File: src/rtl/fp_pkg.sv
// Shared single-precision field widths, packed-word layout and the
// normalization sequencer state encoding.
`timescale 1ns/1ps
package fp_pkg;
  localparam int EXP_W    = 8;
  localparam int SIG_W    = 24;
  localparam int FRAC_W   = 23;
  localparam int WORD_W   = 1 + EXP_W + FRAC_W;
  localparam int SIGN_BIT = WORD_W - 1;
  localparam int EXP_LSB  = FRAC_W;
  localparam int SHIFT_W  = 5;
  localparam int INC_W    = 3;

  typedef enum logic [1:0] {
    ST_IDLE,
    ST_SHIFT,
    ST_DONE
  } norm_state_t;

  function automatic logic [WORD_W-1:0] pack_float(input logic             s,
                                                   input logic [EXP_W-1:0]  e,
                                                   input logic [FRAC_W-1:0] f);
    logic [WORD_W-1:0] w;
    w                    = '0;
    w[SIGN_BIT]          = s;
    w[EXP_LSB +: EXP_W]  = e;
    w[FRAC_W-1:0]        = f;
    return w;
  endfunction
endpackage

File: src/rtl/norm_seq_if.sv
// Operand-in / packed-result-out handshake bundle of the normalization sequencer.
`timescale 1ns/1ps
interface norm_seq_if;
  import fp_pkg::*;

  logic                 in_valid;
  logic                 in_ready;
  logic                 in_sign;
  logic [EXP_W-1:0]     in_exp;
  logic [SIG_W-1:0]     in_sig;
  logic                 out_valid;
  logic                 out_ready;
  logic [WORD_W-1:0]    out_word;
  logic [SHIFT_W-1:0]   out_shift;

  modport master (
    output in_valid, in_sign, in_exp, in_sig, out_ready,
    input  in_ready, out_valid, out_word, out_shift
  );

  modport slave (
    input  in_valid, in_sign, in_exp, in_sig, out_ready,
    output in_ready, out_valid, out_word, out_shift
  );
endinterface

File: src/rtl/norm_step.sv
// One combinational normalization step; the nibble-wide shift exists only
// when NORM_FAST_EN is defined.
`timescale 1ns/1ps
module norm_step
  import fp_pkg::*;
(
  input  logic [SIG_W-1:0] sig_i,
  input  logic [EXP_W-1:0] exp_i,
  output logic [SIG_W-1:0] sig_o,
  output logic [EXP_W-1:0] exp_o,
  output logic [INC_W-1:0] inc_o,
  output logic             done_o,
  output logic             zero_o,
  output logic             denorm_o
);

  always_comb begin
    sig_o    = sig_i;
    exp_o    = exp_i;
    inc_o    = '0;
    done_o   = 1'b0;
    zero_o   = 1'b0;
    denorm_o = 1'b0;
    if (sig_i == '0) begin
      exp_o  = '0;
      done_o = 1'b1;
      zero_o = 1'b1;
    end else if (sig_i[SIG_W-1]) begin
      done_o = 1'b1;
    end else if (exp_i <= 8'd1) begin
      // Exponent floor reached: emit as denormal without further shifting.
      exp_o    = '0;
      done_o   = 1'b1;
      denorm_o = 1'b1;
    end
`ifdef NORM_FAST_EN
    else if (sig_i[SIG_W-1 -: 4] == 4'd0 && exp_i >= 8'd5) begin
      sig_o = sig_i << 4;
      exp_o = exp_i - 8'd4;
      inc_o = 3'd4;
    end
`endif
    else begin
      sig_o = sig_i << 1;
      exp_o = exp_i - 8'd1;
      inc_o = 3'd1;
    end
  end

endmodule

File: src/rtl/norm_seq.sv
// Iterative normalization sequencer: IDLE -> SHIFT (one step per cycle) -> DONE.
// Define NORM_FAST_EN to enable nibble-wide steps (same results, lower latency).
`timescale 1ns/1ps
module norm_seq
  import fp_pkg::*;
(
  input  logic       clk,
  input  logic       rst_n,
  norm_seq_if.slave  nif,
  output logic       busy
);

  norm_state_t          state_q;
  logic                 in_ready_q;
  logic                 out_valid_q;
  logic [WORD_W-1:0]    out_word_q;
  logic [SHIFT_W-1:0]   out_shift_q;
  logic                 sign_q;
  logic [EXP_W-1:0]     exp_q;
  logic [SIG_W-1:0]     sig_q;
  logic [SHIFT_W-1:0]   cnt_q;

  logic [SIG_W-1:0]     sig_d;
  logic [EXP_W-1:0]     exp_d;
  logic [INC_W-1:0]     inc_d;
  logic                 done_d;
  logic                 zero_d;
  logic                 denorm_d;
  logic [EXP_W-1:0]     exp_fin;

  norm_step u_step (
    .sig_i    (sig_q),
    .exp_i    (exp_q),
    .sig_o    (sig_d),
    .exp_o    (exp_d),
    .inc_o    (inc_d),
    .done_o   (done_d),
    .zero_o   (zero_d),
    .denorm_o (denorm_d)
  );

  assign exp_fin = (zero_d || denorm_d) ? '0 : exp_d;

  always_ff @(posedge clk or negedge rst_n) begin
    if (!rst_n) begin
      state_q     <= ST_IDLE;
      in_ready_q  <= 1'b0;
      out_valid_q <= 1'b0;
      out_word_q  <= '0;
      out_shift_q <= '0;
      sign_q      <= 1'b0;
      exp_q       <= '0;
      sig_q       <= '0;
      cnt_q       <= '0;
    end else begin
      case (state_q)
        ST_IDLE: begin
          in_ready_q <= 1'b1;
          if (nif.in_valid && in_ready_q) begin
            sign_q     <= nif.in_sign;
            exp_q      <= nif.in_exp;
            sig_q      <= nif.in_sig;
            cnt_q      <= '0;
            in_ready_q <= 1'b0;
            state_q    <= ST_SHIFT;
          end
        end
        ST_SHIFT: begin
          if (done_d) begin
            out_valid_q <= 1'b1;
            out_word_q  <= pack_float(sign_q, exp_fin, sig_d[FRAC_W-1:0]);
            out_shift_q <= zero_d ? '0 : cnt_q;
            state_q     <= ST_DONE;
          end else begin
            sig_q <= sig_d;
            exp_q <= exp_d;
            cnt_q <= cnt_q + SHIFT_W'(inc_d);
          end
        end
        ST_DONE: begin
          // Result is held until taken; the next operand waits one more cycle.
          if (nif.out_ready) begin
            out_valid_q <= 1'b0;
            in_ready_q  <= 1'b1;
            state_q     <= ST_IDLE;
          end
        end
        default: state_q <= ST_IDLE;
      endcase
    end
  end

  assign nif.in_ready  = in_ready_q;
  assign nif.out_valid = out_valid_q;
  assign nif.out_word  = out_word_q;
  assign nif.out_shift = out_shift_q;
  assign busy          = (state_q != ST_IDLE);

endmodule

File: src/flat_wrapper.sv
// flat-port wrapper written by rule: the top's interface ports become plain ports
module norm_seq_flat import fp_pkg::*;
  (clk, rst_n, busy, nif_in_valid, nif_in_sign, nif_in_exp, nif_in_sig, nif_out_ready, nif_in_ready, nif_out_valid, nif_out_word, nif_out_shift);
  norm_seq_if nif_i ();
  input  logic clk;
  input  logic rst_n;
  output logic busy;
  input wire logic [$bits(nif_i.in_valid)-1:0] nif_in_valid;
  input wire logic [$bits(nif_i.in_sign)-1:0] nif_in_sign;
  input wire logic [$bits(nif_i.in_exp)-1:0] nif_in_exp;
  input wire logic [$bits(nif_i.in_sig)-1:0] nif_in_sig;
  input wire logic [$bits(nif_i.out_ready)-1:0] nif_out_ready;
  output wire logic [$bits(nif_i.in_ready)-1:0] nif_in_ready;
  output wire logic [$bits(nif_i.out_valid)-1:0] nif_out_valid;
  output wire logic [$bits(nif_i.out_word)-1:0] nif_out_word;
  output wire logic [$bits(nif_i.out_shift)-1:0] nif_out_shift;
  assign nif_i.in_valid = nif_in_valid;
  assign nif_i.in_sign = nif_in_sign;
  assign nif_i.in_exp = nif_in_exp;
  assign nif_i.in_sig = nif_in_sig;
  assign nif_i.out_ready = nif_out_ready;
  assign nif_in_ready = nif_i.in_ready;
  assign nif_out_valid = nif_i.out_valid;
  assign nif_out_word = nif_i.out_word;
  assign nif_out_shift = nif_i.out_shift;
  norm_seq u_core (.clk(clk), .rst_n(rst_n), .nif(nif_i), .busy(busy));
endmodule
File: config.mk
export PLATFORM = sky130hd
export DESIGN_NAME = norm_seq_flat
export DESIGN_NICKNAME = d
export VERILOG_FILES = /design/src/rtl/fp_pkg.sv /design/src/rtl/norm_seq_if.sv /design/src/rtl/norm_step.sv /design/src/rtl/norm_seq.sv /design/src/flat_wrapper.sv
export SDC_FILE = /design/constraint.sdc
export NUM_CORES = 1
export LEC_CHECK = 0
export CORE_MARGIN = 2
export CORE_UTILIZATION = 54
export CTS_CLUSTER_DIAMETER = 50
export DETAILED_ROUTE_END_ITERATION = 8
export PLACE_DENSITY = 0.8
export SLEW_MARGIN = 10
export SYNTH_ARGS = -nofsm -noshare
export SYNTH_HDL_FRONTEND = slang
export SYNTH_SLANG_ARGS = --single-unit
File: constraint.sdc
create_clock -name clk -period 3.6 [get_ports clk]
set_input_delay 0.72 -clock clk [delete_from_list [all_inputs] [get_ports clk]]
set_output_delay 0.72 -clock clk [all_outputs]
set_load 0.01 [all_outputs]
### Word-level counts from Yosys, hierarchy flattened

Cells that the tools add are included.

| word-level totals | value |
|---|---|
| bits of input ports | 37 |
| flip-flop bits (word level) | 79 |
| word-level logic and storage cells | 71 |
| output and inout port bits | 40 |

| operators by class | value |
|---|---|
| reductions and logical operators | 15 |
| add/sub/neg operators | 2 |
| multiplexer cells | 36 |
| $lt $le $gt $ge | 1 |
| eq/ne operators | 7 |

Operator list:

| cell | count |
|---|---|
| $mux 24 | 5 |
| $mux 8 | 6 |
| $pmux 24 s2 | 1 |
| $logic_not 24->1 | 1 |
| $pmux 8 s2 | 1 |
| $mux 5 | 3 |
| $mux 1 | 13 |
| $pmux 5 s2 | 1 |
| $reduce_and 3->1 | 3 |
| $le 8x1->1 const B | 1 |
| $reduce_bool 2->1 | 4 |
| $sub 8x1->8 const B | 1 |
| $mux 2 | 3 |
| $ne 2x2->1 const B | 3 |
| $pmux 2 s3 | 1 |
| $reduce_and 2->1 | 3 |
| $add 5x1->5 | 1 |
| $ne 2x1->1 const B | 2 |
| $pmux 1 s2 | 2 |
| $reduce_and 4->1 | 1 |
| $eq 2x1->1 const B | 1 |
| $eq 2x2->1 const B | 1 |
| $logic_not 2->1 | 1 |
| $logic_and 1x1->1 | 1 |
| $logic_or 1x1->1 | 1 |

### Depth between registers and ports, before layout

Gate-level depths: netlist of the first run.

| depth | value |
|---|---|
| word-level depth | 7 |
| gate-level depth with buffers | 12 |
| mapped depth without buffers | 12 |

### By module

Synthesis of the first run repeated with hierarchy kept, for this count alone.

| second synthesis, totals | value |
|---|---|
| cells, all modules | 339 |
| area total of the unflattened synthesis | 4,316.6 um^2 |

Modules (own cells, without submodules):

| module | area an instance (um^2) | sequential area each (um^2) | times used | cells each |
|---|---|---|---|---|
| norm_seq | 3,698.5 | 1,976.9 | 1 | 261 |
| norm_step | 618.1 | 0.0 | 1 | 78 |

### Worst setup path before layout of the first run

Ideal clock, no wire load.

| timing | value |
|---|---|
| path kind | reg2reg |
| from | register u_core.exp_q[0] |
| to | register u_core.cnt_q[4] |
| data required time | 3,468 ps |
| clock period less this slack | 2,352 ps |
| path slack | 1,248 ps |
| path buffers | 0 |
| arrival | 2,220 ps |
| cell stages (with the launch flop) | 13 |
| setup time | 132 ps |
| cell sequence | dfrtp_1 -> inv_1 -> ha_1 -> or2_2 -> a31oi_1 -> o21ai_4 -> inv_2 -> ha_1 -> ha_1 -> inv_1 -> nor4_1 -> xnor2_1 -> nor2_1 |

| between the ends | value |
|---|---|
| longest elaborated chain between the ends | 7 |
| elaborated cells between the ends (all ways) | 12 |
| those cells by class | add/sub (1); order compare (1); eq/ne (1); mux (8); reduce/logical (1) |

Ends and longest elaborated chain:

| what | line | source |
|---|---|---|
| from (decl) | norm_seq.sv:19 | `logic [EXP_W-1:0] exp_q;` |
| from (signal assigned) | norm_seq.sv:61 | `exp_q <= nif.in_exp;` |
| from (signal assigned) | norm_seq.sv:76 | `exp_q <= exp_d;` |
| $le 8x1->1 * | norm_step.sv:30 | `end else if (exp_i <= 8'd1) begin` |
| $mux 1 | norm_step.sv:30 |  |
| $mux 1 | norm_step.sv:28 | `end else if (sig_i[SIG_W-1]) begin` |
| $mux 1 | norm_step.sv:24 | `if (sig_i == '0) begin` |
| $add 5x1->5 | norm_seq.sv:77 | `cnt_q <= cnt_q + SHIFT_W'(inc_d);` |
| $mux 5 | norm_seq.sv:69 | `if (done_d) begin` |
| $pmux 5 s2 | norm_seq.sv:56 | `case (state_q)` |
| to (signal assigned) | norm_seq.sv:77 |  |
| to (decl) | norm_seq.sv:21 | `logic [SHIFT_W-1:0] cnt_q;` |

Mark *: on every way between the ends. The rest lies on a longest branch, timed or not. The select of a mux whose other input is x is not followed.
A chain may end at the register's enable or synchronous reset.

### Worst setup path in the final report of the first run

Same ends and word-level chain as after synthesis.

==> flow_metrics.env, run 1 <==
export IMPL_post_cts_buffers=0
export IMPL_vdd_ir_drop_worst_uv=463
export IMPL_fmax_mhz=372
export IMPL_die_w_um=84.7
export IMPL_syn2layout_area_growth_pct=28.5
export IMPL_synth_edf_count=0
export IMPL_fin_total_pwr_mw=3.89
export IMPL_nFillCells=482
export IMPL_critPathLaunchType="flop"
export IMPL_yosysWarnings=0
export IMPL_rr_worst_depth=12
export IMPL_timing_rr_start="u_core.exp_q[0]$_DFFE_PN0P_"
export IMPL_cts_root_buf="clkbuf_8"
export IMPL_drc=0
export IMPL_grt_pass1_vias=2726
export IMPL_yosysUniqueCellTypes=44
export IMPL_tns_ps=0
export IMPL_hold_buffers=0
export IMPL_via_per_inst=5.66
export IMPL_crit_path_end_kind="flop"
export IMPL_arrival_ps=2920
export IMPL_crit_required_ps=3830
export IMPL_finalMaxSlewViolations=0
export IMPL_final_core_util_pct=71.5
export IMPL_dieArea_sq_um=7170
export IMPL_async_reset_ff_share_pct=100
export IMPL_synth_cells=332
export IMPL_cts_clk_slew_worst_paths_ps=80
export IMPL_place_hpwl_um=5490
export IMPL_final_nets=446
export IMPL_avgSynthCellArea_sq_um=10.6
export IMPL_start_util_pct=55.7
export IMPL_worst_pin_slew_ps=955
export IMPL_synthesis_area_sq_um=3520
export IMPL_post_route_period_util_pct=74.7
export IMPL_grt_max_degree=80
export IMPL_clkSinkCount=79
export IMPL_p_leak_nw=1.99
export IMPL_relSlewSlack_pct=36.3
export IMPL_io_buffer_count=76
export IMPL_drive_above_1_share_pct=12.7
export IMPL_ys_seq_area_share_pct=56.2
export IMPL_synthTopCellsByArea="dfrtp_1 56%, nand2_1 7.6%, mux2_2 7.0%"
export IMPL_cts_tree="built"
export IMPL_antenna_found_initial=0
export IMPL_synth_fp_nets=373
export IMPL_cap_viol_max_count=0
export IMPL_yosysMostFrequentCell="dfrtp_1"
export IMPL_core_sq_um=6310
export IMPL_num_antenna_cells=0
export IMPL_crit_fanout=8
export IMPL_cts_buffers=9
export IMPL_drt_total_wl_um=7980
export IMPL_clk_latency_ps=350
export IMPL_drt_iter0_markers=317
export IMPL_crit_start="u_core.exp_q[0]$_DFFE_PN0P_"
export IMPL_firstDrtPassIters=4
export IMPL_rsz0062_at_grt="no"
export IMPL_gp_congestion=0.829
export IMPL_hold_violations=0
export IMPL_fp_dieH_um=84.7
export IMPL_cpMostUsedCell="ha_1"
export IMPL_clock_skew_ps=12.2
export IMPL_cp_cell_sequence="inv_1 > ha_1 > or2_2 > a31oi_1 > o21ai_4 > inv_2 > ha_1 > ha_1 > inv_1 > nor4_1 > xnor2_1 > nor2_1"
export IMPL_vias=2755
export IMPL_num_io_pins=77
export IMPL_hold_class="reg -> reg"
export IMPL_power_density_nw_per_um2=860
export IMPL_outcome="completed"
export IMPL_wl_per_cell_um=16.4
export IMPL_critPathSlowestCell="dfrtp_1"
export IMPL_synthTopCellsByCount="79 x dfrtp_1, 71 x nand2_1, 22 x mux2_2"
export IMPL_ctsResizeCount=0
export IMPL_synth_seq_cells=79
export IMPL_synth_top_area_share_pct=56.2
export IMPL_grt_pass1_wl_um=13400
export IMPL_fin_crit_ps=2690
export IMPL_worstSetupPathType="reg -> reg"
export IMPL_cts_max_level=3
export IMPL_setup_viol=0
export IMPL_num_rows=29
export IMPL_synthFlopType="dfrtp_1"
export IMPL_overflow=0
export IMPL_clock_path_buffers=2
export IMPL_cp_slowest_stage_delay_ps=440
export IMPL_grt_usage_pct=23.4
export IMPL_whs_path_depth=2
export IMPL_min_delay_start="u_core.nif.out_word[28]$_DFFE_PN0P_"
export IMPL_ant_nets=0
export IMPL_yosysTopAreaCell="dfrtp_1"
export IMPL_hold_ws_ps=482
per-layer routing:
metal,part of all wire (%),GRT usage [%]
met5,0,0
met4,1.0,6.06
met3,4.7,5.21
met2,49,36.8
met1,46,33.3
area by class of cell:
class                           count  area, sq um  area share [%]
Clock buffer                       10          138            3.05
Clock inverter                      6         60.1            1.33
Inverter                           12         45.0           0.997
Multi-Input combinational cell    222         1410            31.1
Sequential cell                    79         1980            43.8
Tap cell                           77         96.3            2.13
Timing Repair Buffer               81          796            17.6
flip-flops by register name, indices dropped and copies added (netlist names):
name and count:
u_core.nif.out_word 32, u_core.sig_q 24, u_core.exp_q 8, u_core.cnt_q 5, u_core.nif.out_shift 5, u_core.state_q 2
u_core.nif.in_ready 1, u_core.nif.out_valid 1, u_core.sign_q 1
placed cells by master (no fill, tap or decap), types with 7 or more instances in the layout:
cell / count
dfrtp_1: 79
clkdlybuf4s50_1: 75
nand2_1: 70
mux2_2: 22
a22oi_1: 21
nor2_1: 16
o21ai_0: 13
inv_1: 10
clkbuf_8: 10
a21oi_1: 8
xnor2_1: 8
nor4_1: 7
worst paths after layout:
| path | endpoint | slack (ps) |
|---|---|---|
| max | u_core.cnt_q[4]$_DFFE_PN0P_ | 910 |
| min | u_core.nif.out_word[28]$_DFFE_PN0P_ | 480 |
| max reg2reg | u_core.cnt_q[4]$_DFFE_PN0P_ | 910 |
| min reg2reg | u_core.nif.out_word[28]$_DFFE_PN0P_ | 480 |
| max in group asynchronous | u_core.sig_q[11]$_DFFE_PN0P_ | 2470 |
| min in group asynchronous | u_core.nif.out_shift[2]$_DFFE_PN0P_ | 530 |
critical path, delay by kind of cell (launching register included):
kind / cells / cell delay [ps]
AND/OR/NAND/NOR: 3 / 720
flip-flops: 1 / 440
XOR/XNOR: 1 / 170
AO/OA/AOI/OAI: 2 / 420
buffers and inverters: 3 / 260
adder cells (fa/ha/maj): 3 / 550
cell families after synthesis:
family	after synthesis	synth area share, %
simple gates	115	14.3
flops	79	56.2
compound gates	70	14.2
buf+inv	31	3.88
mux	25	7.97
xor+xnor	8	1.99
fa+ha+maj	4	1.42
through the flow:
step                setup slack (ps)  cells  area [sq um]
floorplan                       1250    332          3520
global placement                1050    471          4320
detailed placement               951    471          4320
CTS                              918    487          4520
global route                     741    487          4520
finish                           909    487          4520
power by group:
group | switching [mW] | leakage [nW] | internal (mW)
clock | 0.324 | 0.0981 | 0.335
combinational | 0.783 | 0.910 | 0.824
sequential | 0.347 | 0.985 | 1.27
Note: power is estimated with default switching activity, not from simulation.
==> run 2: changes to the inputs <==
Settings changed: CORE_UTILIZATION 54 to 45, PLACE_DENSITY 0.8 to 0.71.
Clock period 3.6 ns to 2.4 ns, I/O delays scaled along.
==> run 2 against run 1 <==
Effect of this change: first-iteration DRC count shrank 53%; setup slack got worse by 760 ps; routed wire length is 1.6% higher; global-route usage shrank 3.2 points; critical path type unchanged.
==> flow_metrics.env, run 2 (synthesized netlist as in run 1, its figures left out) <==
export IMPL_arrival_ps=2480
export IMPL_rrSetupSlack_ps=150
export IMPL_pwr_share_seq_pct=40.6
export IMPL_drt_total_wl_um=8110
export IMPL_cp_slowest_stage_delay_ps=440
export IMPL_dp_cells=510
export IMPL_num_antenna_cells=0
export IMPL_cts_clk_slew_worst_paths_ps=80
export IMPL_p_leak_nw=2.07
export IMPL_core_sq_um=7650
export IMPL_clock_path_buffers=2
export IMPL_finalMaxSlewViolations=0
export IMPL_cap_viol_max_count=0
export IMPL_timing_rr_start="u_core.exp_q[0]$_DFFE_PN0P_"
export IMPL_drc=0
export IMPL_p_sw_share_pct=37.5
export IMPL_clkSinkCount=79
export IMPL_wl_per_cell_um=15.4
export IMPL_dp_slack_ps=-24.7
export IMPL_antenna_found_initial=0
export IMPL_worst_pin_slew_ps=510
export IMPL_rr_worst_depth=9
export IMPL_die_w_um=92.4
export IMPL_vias=2814
export IMPL_critPathLaunchType="flop"
export IMPL_crit_path_end_kind="flop"
export IMPL_crit_required_ps=2630
export IMPL_hold_violations=0
export IMPL_final_cell_mix="79 x dfrtp_1, 75 x clkdlybuf4s50_1, 70 x nand2_1, 22 x mux2_2, 21 x a22oi_1"
export IMPL_cts_root_buf="clkbuf_8"
export IMPL_rsz0062_at_grt="no"
export IMPL_critPathSlowestCell="dfrtp_1"
export IMPL_worstSetupPathType="reg -> reg"
export IMPL_grt_pass1_vias=2762
export IMPL_hold_buffers=0
export IMPL_fp_dieH_um=92.4
export IMPL_final_nets=462
export IMPL_dieArea_sq_um=8540
export IMPL_io_buffer_count=76
export IMPL_syn2layout_area_growth_pct=34.2
export IMPL_vdd_ir_drop_worst_uv=713
export IMPL_clk_latency_ps=350
export IMPL_grt_pass1_wl_um=13600
export IMPL_place_hpwl_um=5870
export IMPL_fin_crit_ps=2250
export IMPL_instances_no_fill=528
export IMPL_intPower_mw=3.70
export IMPL_outcome="completed"
export IMPL_crit_fanout=26
export IMPL_grt_max_degree=41
export IMPL_power_density_nw_per_um2=1250
export IMPL_firstDrtPassIters=4
export IMPL_p_switching_mw=2.22
export IMPL_gp_congestion=0.906
export IMPL_fin_total_pwr_mw=5.92
export IMPL_cp_cell_sequence="inv_2 > ha_1 > or2_4 > a31oi_4 > o21ai_4 > buf_4 > nand2_2 > buf_6 > mux2_2"
export IMPL_combPwrFrac_pct=44.5
export IMPL_relSlewSlack_pct=65.9
export IMPL_cts_buffers=9
export IMPL_final_core_util_pct=61.7
export IMPL_overflow=0
export IMPL_drive_above_1_share_pct=17.4
export IMPL_num_io_pins=77
export IMPL_drt_iter0_markers=150
export IMPL_hold_class="in -> async"
export IMPL_num_rows=32
export IMPL_start_util_pct=46.0
export IMPL_timing_rr_end="u_core.nif.out_word[7]$_DFFE_PN0P_"
export IMPL_largest_reg_flops=32
export IMPL_cts_tree="built"
export IMPL_post_route_period_util_pct=93.8
export IMPL_fmax_mhz=444
export IMPL_ant_nets=0
export IMPL_setup_viol=0
export IMPL_layout_cells_most_common="dfrtp_1"
export IMPL_clock_skew_ps=8.99
export IMPL_fin_ws_ps=149
export IMPL_cts_max_level=3
export IMPL_pwr_share_clk_pct=14.9
export IMPL_grt_usage_pct=20.2
export IMPL_via_per_inst=5.33
-- run 2: cell count changes in the layout (fill, tap and decap cells not counted), moves of 2 or more --
cell	delta
buf_4	+13
buf_12	+2
ha_1	-2
ha_2	+2
inv_1	-2
inv_2	+2
-- run 2: repair_timing --
action / 4_1_cts / 5_1_grt
cloned: 0 / 0
setup endpoints to repair: 23 / 29
resized for setup: 2 / 9
pin swaps: 0 / 5
buffers inserted: 0 / 2
-- run 2: stage by stage --
| step | instance area [sq um] | hold WS [ps] | TNS, ps |
|---|---|---|---|
| final | 4720 | 103 | 0 |
| after global routing | 4720 | 139 | 0 |
| after CTS | 4670 | 111 | 0 |
| after detailed placement | 4480 | 465 | -34.4 |
| after global placement | 4480 | 460 | 0 |
| after floorplan | 3520 | 184 | 0 |
-- run 2: cell type report --
cell class / instances / area [sq um]
clock buffers: 11 / 141
fillers: 640 / 2930
repair buffers: 97 / 945
well taps: 102 / 128
multi-input cells: 222 / 1450
clock inverters: 5 / 33.8
flip-flops and latches: 79 / 1980
inverters: 12 / 45.0
-- run 2: routing by layer --
metal  vias to the layer above  routed length [um]  track usage (%)
met1                      1387                3720             27.8
li1                       1348                   -                -
met3                        11                 360             4.15
met5                         -                   0                0
met4                         0                 156             8.21
met2                        68                3860             31.4
-- run 2: power by group through the flow --
stage | logic [mW] | registers (mW) | clock network (mW)
2_1_floorplan | 1.39 | 2.42 | 0
3_3_place_gp | 2.52 | 2.41 | 0
3_5_place_dp | 2.58 | 2.43 | 0
4_1_cts | 2.60 | 2.40 | 0.909
5_1_grt | 2.90 | 2.48 | 0.957
6_report | 2.63 | 2.40 | 0.881
-- run 2: worst max-delay path, delay by kind of cell, from the launching register on --
| kind | cells | cell delay, ps |
|---|---|---|
| AOI/OAI and AO/OA | 2 | 280 |
| and+or+nand+nor | 2 | 340 |
| DFF | 1 | 440 |
| muxes | 1 | 370 |
| buffers and inverters | 3 | 480 |
| adders and majority gates | 1 | 210 |
-- run 2: worst max-delay path by stage --
stage | startpoint | to | slack, ps | cells after the start
global placement | u_core.exp_q[0]$_DFFE_PN0P_ | u_core.nif.out_word[13]$_DFFE_PN0P_ | 80 | 9
detailed placement | u_core.exp_q[0]$_DFFE_PN0P_ | u_core.cnt_q[4]$_DFFE_PN0P_ | -20 | 12
CTS | u_core.exp_q[0]$_DFFE_PN0P_ | u_core.cnt_q[4]$_DFFE_PN0P_ | 10 | 12
finish | u_core.exp_q[0]$_DFFE_PN0P_ | u_core.nif.out_word[7]$_DFFE_PN0P_ | 150 | 9
floorplan | u_core.exp_q[0]$_DFFE_PN0P_ | u_core.cnt_q[4]$_DFFE_PN0P_ | 50 | 12
global route | u_core.sig_q[13]$_DFFE_PN0P_ | u_core.exp_q[3]$_DFFE_PN0P_ | 70 | 7
==> run 3: changes to the inputs <==
Clock period 2.4 ns to 2 ns, I/O delays scaled along.
==> run 3 against run 2 <==
Effect of this change: the flow now finishes with violations (setup timing); hold slack worse by 79 ps; clock skew rose by 1.1 ps; largest power group unchanged; register-to-register slack worse by 290 ps.
==> flow_metrics.env, run 3 (synthesized netlist as in run 1, its figures left out) <==
export IMPL_intPower_mw=5.42
export IMPL_syn2layout_area_growth_pct=55.9
export IMPL_vias=3065
export IMPL_cp_endpoint="u_core.cnt_q[2]$_DFFE_PN0P_"
export IMPL_arrival_ps=2390
export IMPL_cts_buffers=9
export IMPL_multi_input_area_sq_um=1750
export IMPL_placed_cell_area_sq_um=4720
export IMPL_wl_per_cell_um=17.7
export IMPL_antenna_found_initial=0
export IMPL_rr_worst_depth=10
export IMPL_grt_pass1_wl_um=14700
export IMPL_setup_viol=56
export IMPL_ant_nets=0
export IMPL_cts_clk_slew_worst_paths_ps=90
export IMPL_fin_crit_ps=2140
export IMPL_pwr_share_seq_pct=32.6
export IMPL_p_leak_nw=2.40
export IMPL_via_per_inst=5.42
export IMPL_final_cell_mix="79 x dfrtp_1, 75 x clkdlybuf4s50_1, 50 x nand2_1, 41 x buf_4"
export IMPL_combPwrFrac_pct=52.9
export IMPL_pwr_share_clk_pct=14.5
export IMPL_drc=0
export IMPL_final_nets=500
export IMPL_finalMaxSlewViolations=0
export IMPL_p_sw_share_pct=38.2
export IMPL_hold_class="in -> async"
export IMPL_rrSetupSlack_ps=-140
export IMPL_crit_required_ps=2250
export IMPL_worst_pin_slew_ps=586
export IMPL_worstSetupPathType="reg -> reg"
export IMPL_cap_viol_max_count=0
export IMPL_tns_ps=-3730
export IMPL_dp_cells=532
export IMPL_clock_skew_ps=10.1
export IMPL_num_io_pins=77
export IMPL_grt_max_degree=46
export IMPL_die_w_um=92.4
export IMPL_overflow=0
export IMPL_num_rows=32
export IMPL_crit_family="simple AND/OR/NAND/NOR gates"
export IMPL_rsz0062_at_grt="yes"
export IMPL_timing_rr_end="u_core.cnt_q[2]$_DFFE_PN0P_"
export IMPL_crit_cells=10
export IMPL_violations="setup timing"
export IMPL_firstDrtPassIters=4
export IMPL_grt_pass1_vias=3005
export IMPL_nFillCells=511
export IMPL_io_buffer_count=76
export IMPL_drt_total_wl_um=10000
export IMPL_cp_cell_sequence="nor4_2 > nand4_1 > o21ai_4 > inv_2 > ha_4 > ha_4 > inv_2 > nor3_2 > xnor2_1 > nor2_1"
export IMPL_layout_cells_most_common="dfrtp_1"
export IMPL_gp_congestion=0.829
export IMPL_crit_buf_inv=2
export IMPL_place_hpwl_um=6040
export IMPL_fp_dieH_um=92.4
export IMPL_largest_reg_flops=32
export IMPL_critPathSlowestCell="dfrtp_1"
export IMPL_critPathLaunchType="flop"
export IMPL_outcome="complete, but fails checks"
export IMPL_crit_start="u_core.sig_q[18]$_DFFE_PN0P_"
export IMPL_num_antenna_cells=0
export IMPL_drive_above_1_share_pct=35.3
export IMPL_hold_violations=0
export IMPL_seqCellArea_sq_um=1980
export IMPL_vdd_ir_drop_worst_uv=879
export IMPL_clk_latency_ps=370
export IMPL_cts_root_buf="clkbuf_8"
export IMPL_cts_tree="built"
export IMPL_hold_ws_ps=23.9
export IMPL_dp_slack_ps=-99.8
export IMPL_clkSinkCount=79
export IMPL_clock_path_buffers=2
export IMPL_drt_iter0_markers=124
export IMPL_fin_ws_ps=-143
export IMPL_power_density_nw_per_um2=1600
export IMPL_timing_rr_start="u_core.sig_q[18]$_DFFE_PN0P_"
export IMPL_cts_max_level=3
export IMPL_dieArea_sq_um=8540
export IMPL_instances_no_fill=566
export IMPL_post_route_period_util_pct=107
export IMPL_crit_path_end_kind="flop"
export IMPL_p_switching_mw=3.35
export IMPL_start_util_pct=46.0
export IMPL_grt_usage_pct=22.0
export IMPL_cp_slowest_stage_delay_ps=430
export IMPL_fmax_mhz=467
export IMPL_crit_fanout=4
export IMPL_final_area_sq_um=5480
export IMPL_relSlewSlack_pct=60.9
export IMPL_core_sq_um=7650
## run 3: through the flow
stage / total power, mW / util (%)
after detailed placement: 6.38 / 61.7
after global routing: 9.24 / 71.7
after CTS: 7.87 / 65.7
after floorplan: 4.65 / -
final: 8.77 / 71.7
after global placement: 6.30 / 61.7
## run 3: layout make-up
cell class	instances	share of cell area, %
well taps	102	2.33
clock buffers	11	2.76
inverters	12	0.959
repair buffers	135	24.9
clock inverters	5	1.03
flip-flops and latches	79	36.1
multi-input cells	222	31.9
## run 3: how the worst min path moves through the flow
stage	endpoint	slack, ps	cells after the start	start
after floorplan	u_core.cnt_q[0]$_DFFE_PN0P_	100	0	rst_n
after global placement	u_core.nif.out_shift[2]$_DFFE_PN0P_	440	1	rst_n
after detailed placement	u_core.nif.out_shift[2]$_DFFE_PN0P_	450	1	rst_n
after CTS	u_core.nif.out_word[28]$_DFFE_PN0P_	50	1	rst_n
after global routing	u_core.nif.out_shift[2]$_DFFE_PN0P_	80	1	rst_n
final	u_core.nif.out_shift[4]$_DFFE_PN0P_	20	1	rst_n
## run 3: power groups by stage
stage                     Sequential (mW)  Combinational, mW  Clock (mW)
final                                2.86               4.64        1.27
after global routing                 2.95               4.96        1.33
after CTS                            2.80               3.80        1.27
after detailed placement             2.81               3.57           0
after global placement               2.79               3.50           0
after floorplan                      2.91               1.73           0
## run 3: worst register-to-register path, stage by stage, from the launching register on
cell and delay (ps):
dfrtp_1 430, nor4_2 340, nand4_1 230, o21ai_4 230, inv_2 90, ha_4 180
ha_4 150, inv_2 80, nor3_2 50, xnor2_1 190, nor2_1 50
## run 3: timing repair
item,4_1_cts,5_1_grt
cloned,2,3
setup buffers,1,12
pin swaps,3,21
hold buffers,0,0
endpoints found under the setup margin,32,64
gates resized for setup,7,84
## run 3: per-layer routing
layer | track usage [%] | vias to the layer above | part of all wire [%]
li1 | - | 1420 | -
met1 | 28.9 | 1525 | 42
met2 | 36.6 | 104 | 51
met3 | 4.07 | 16 | 5.2
met4 | 7.71 | 0 | 1.7
met5 | 0 | - | 0
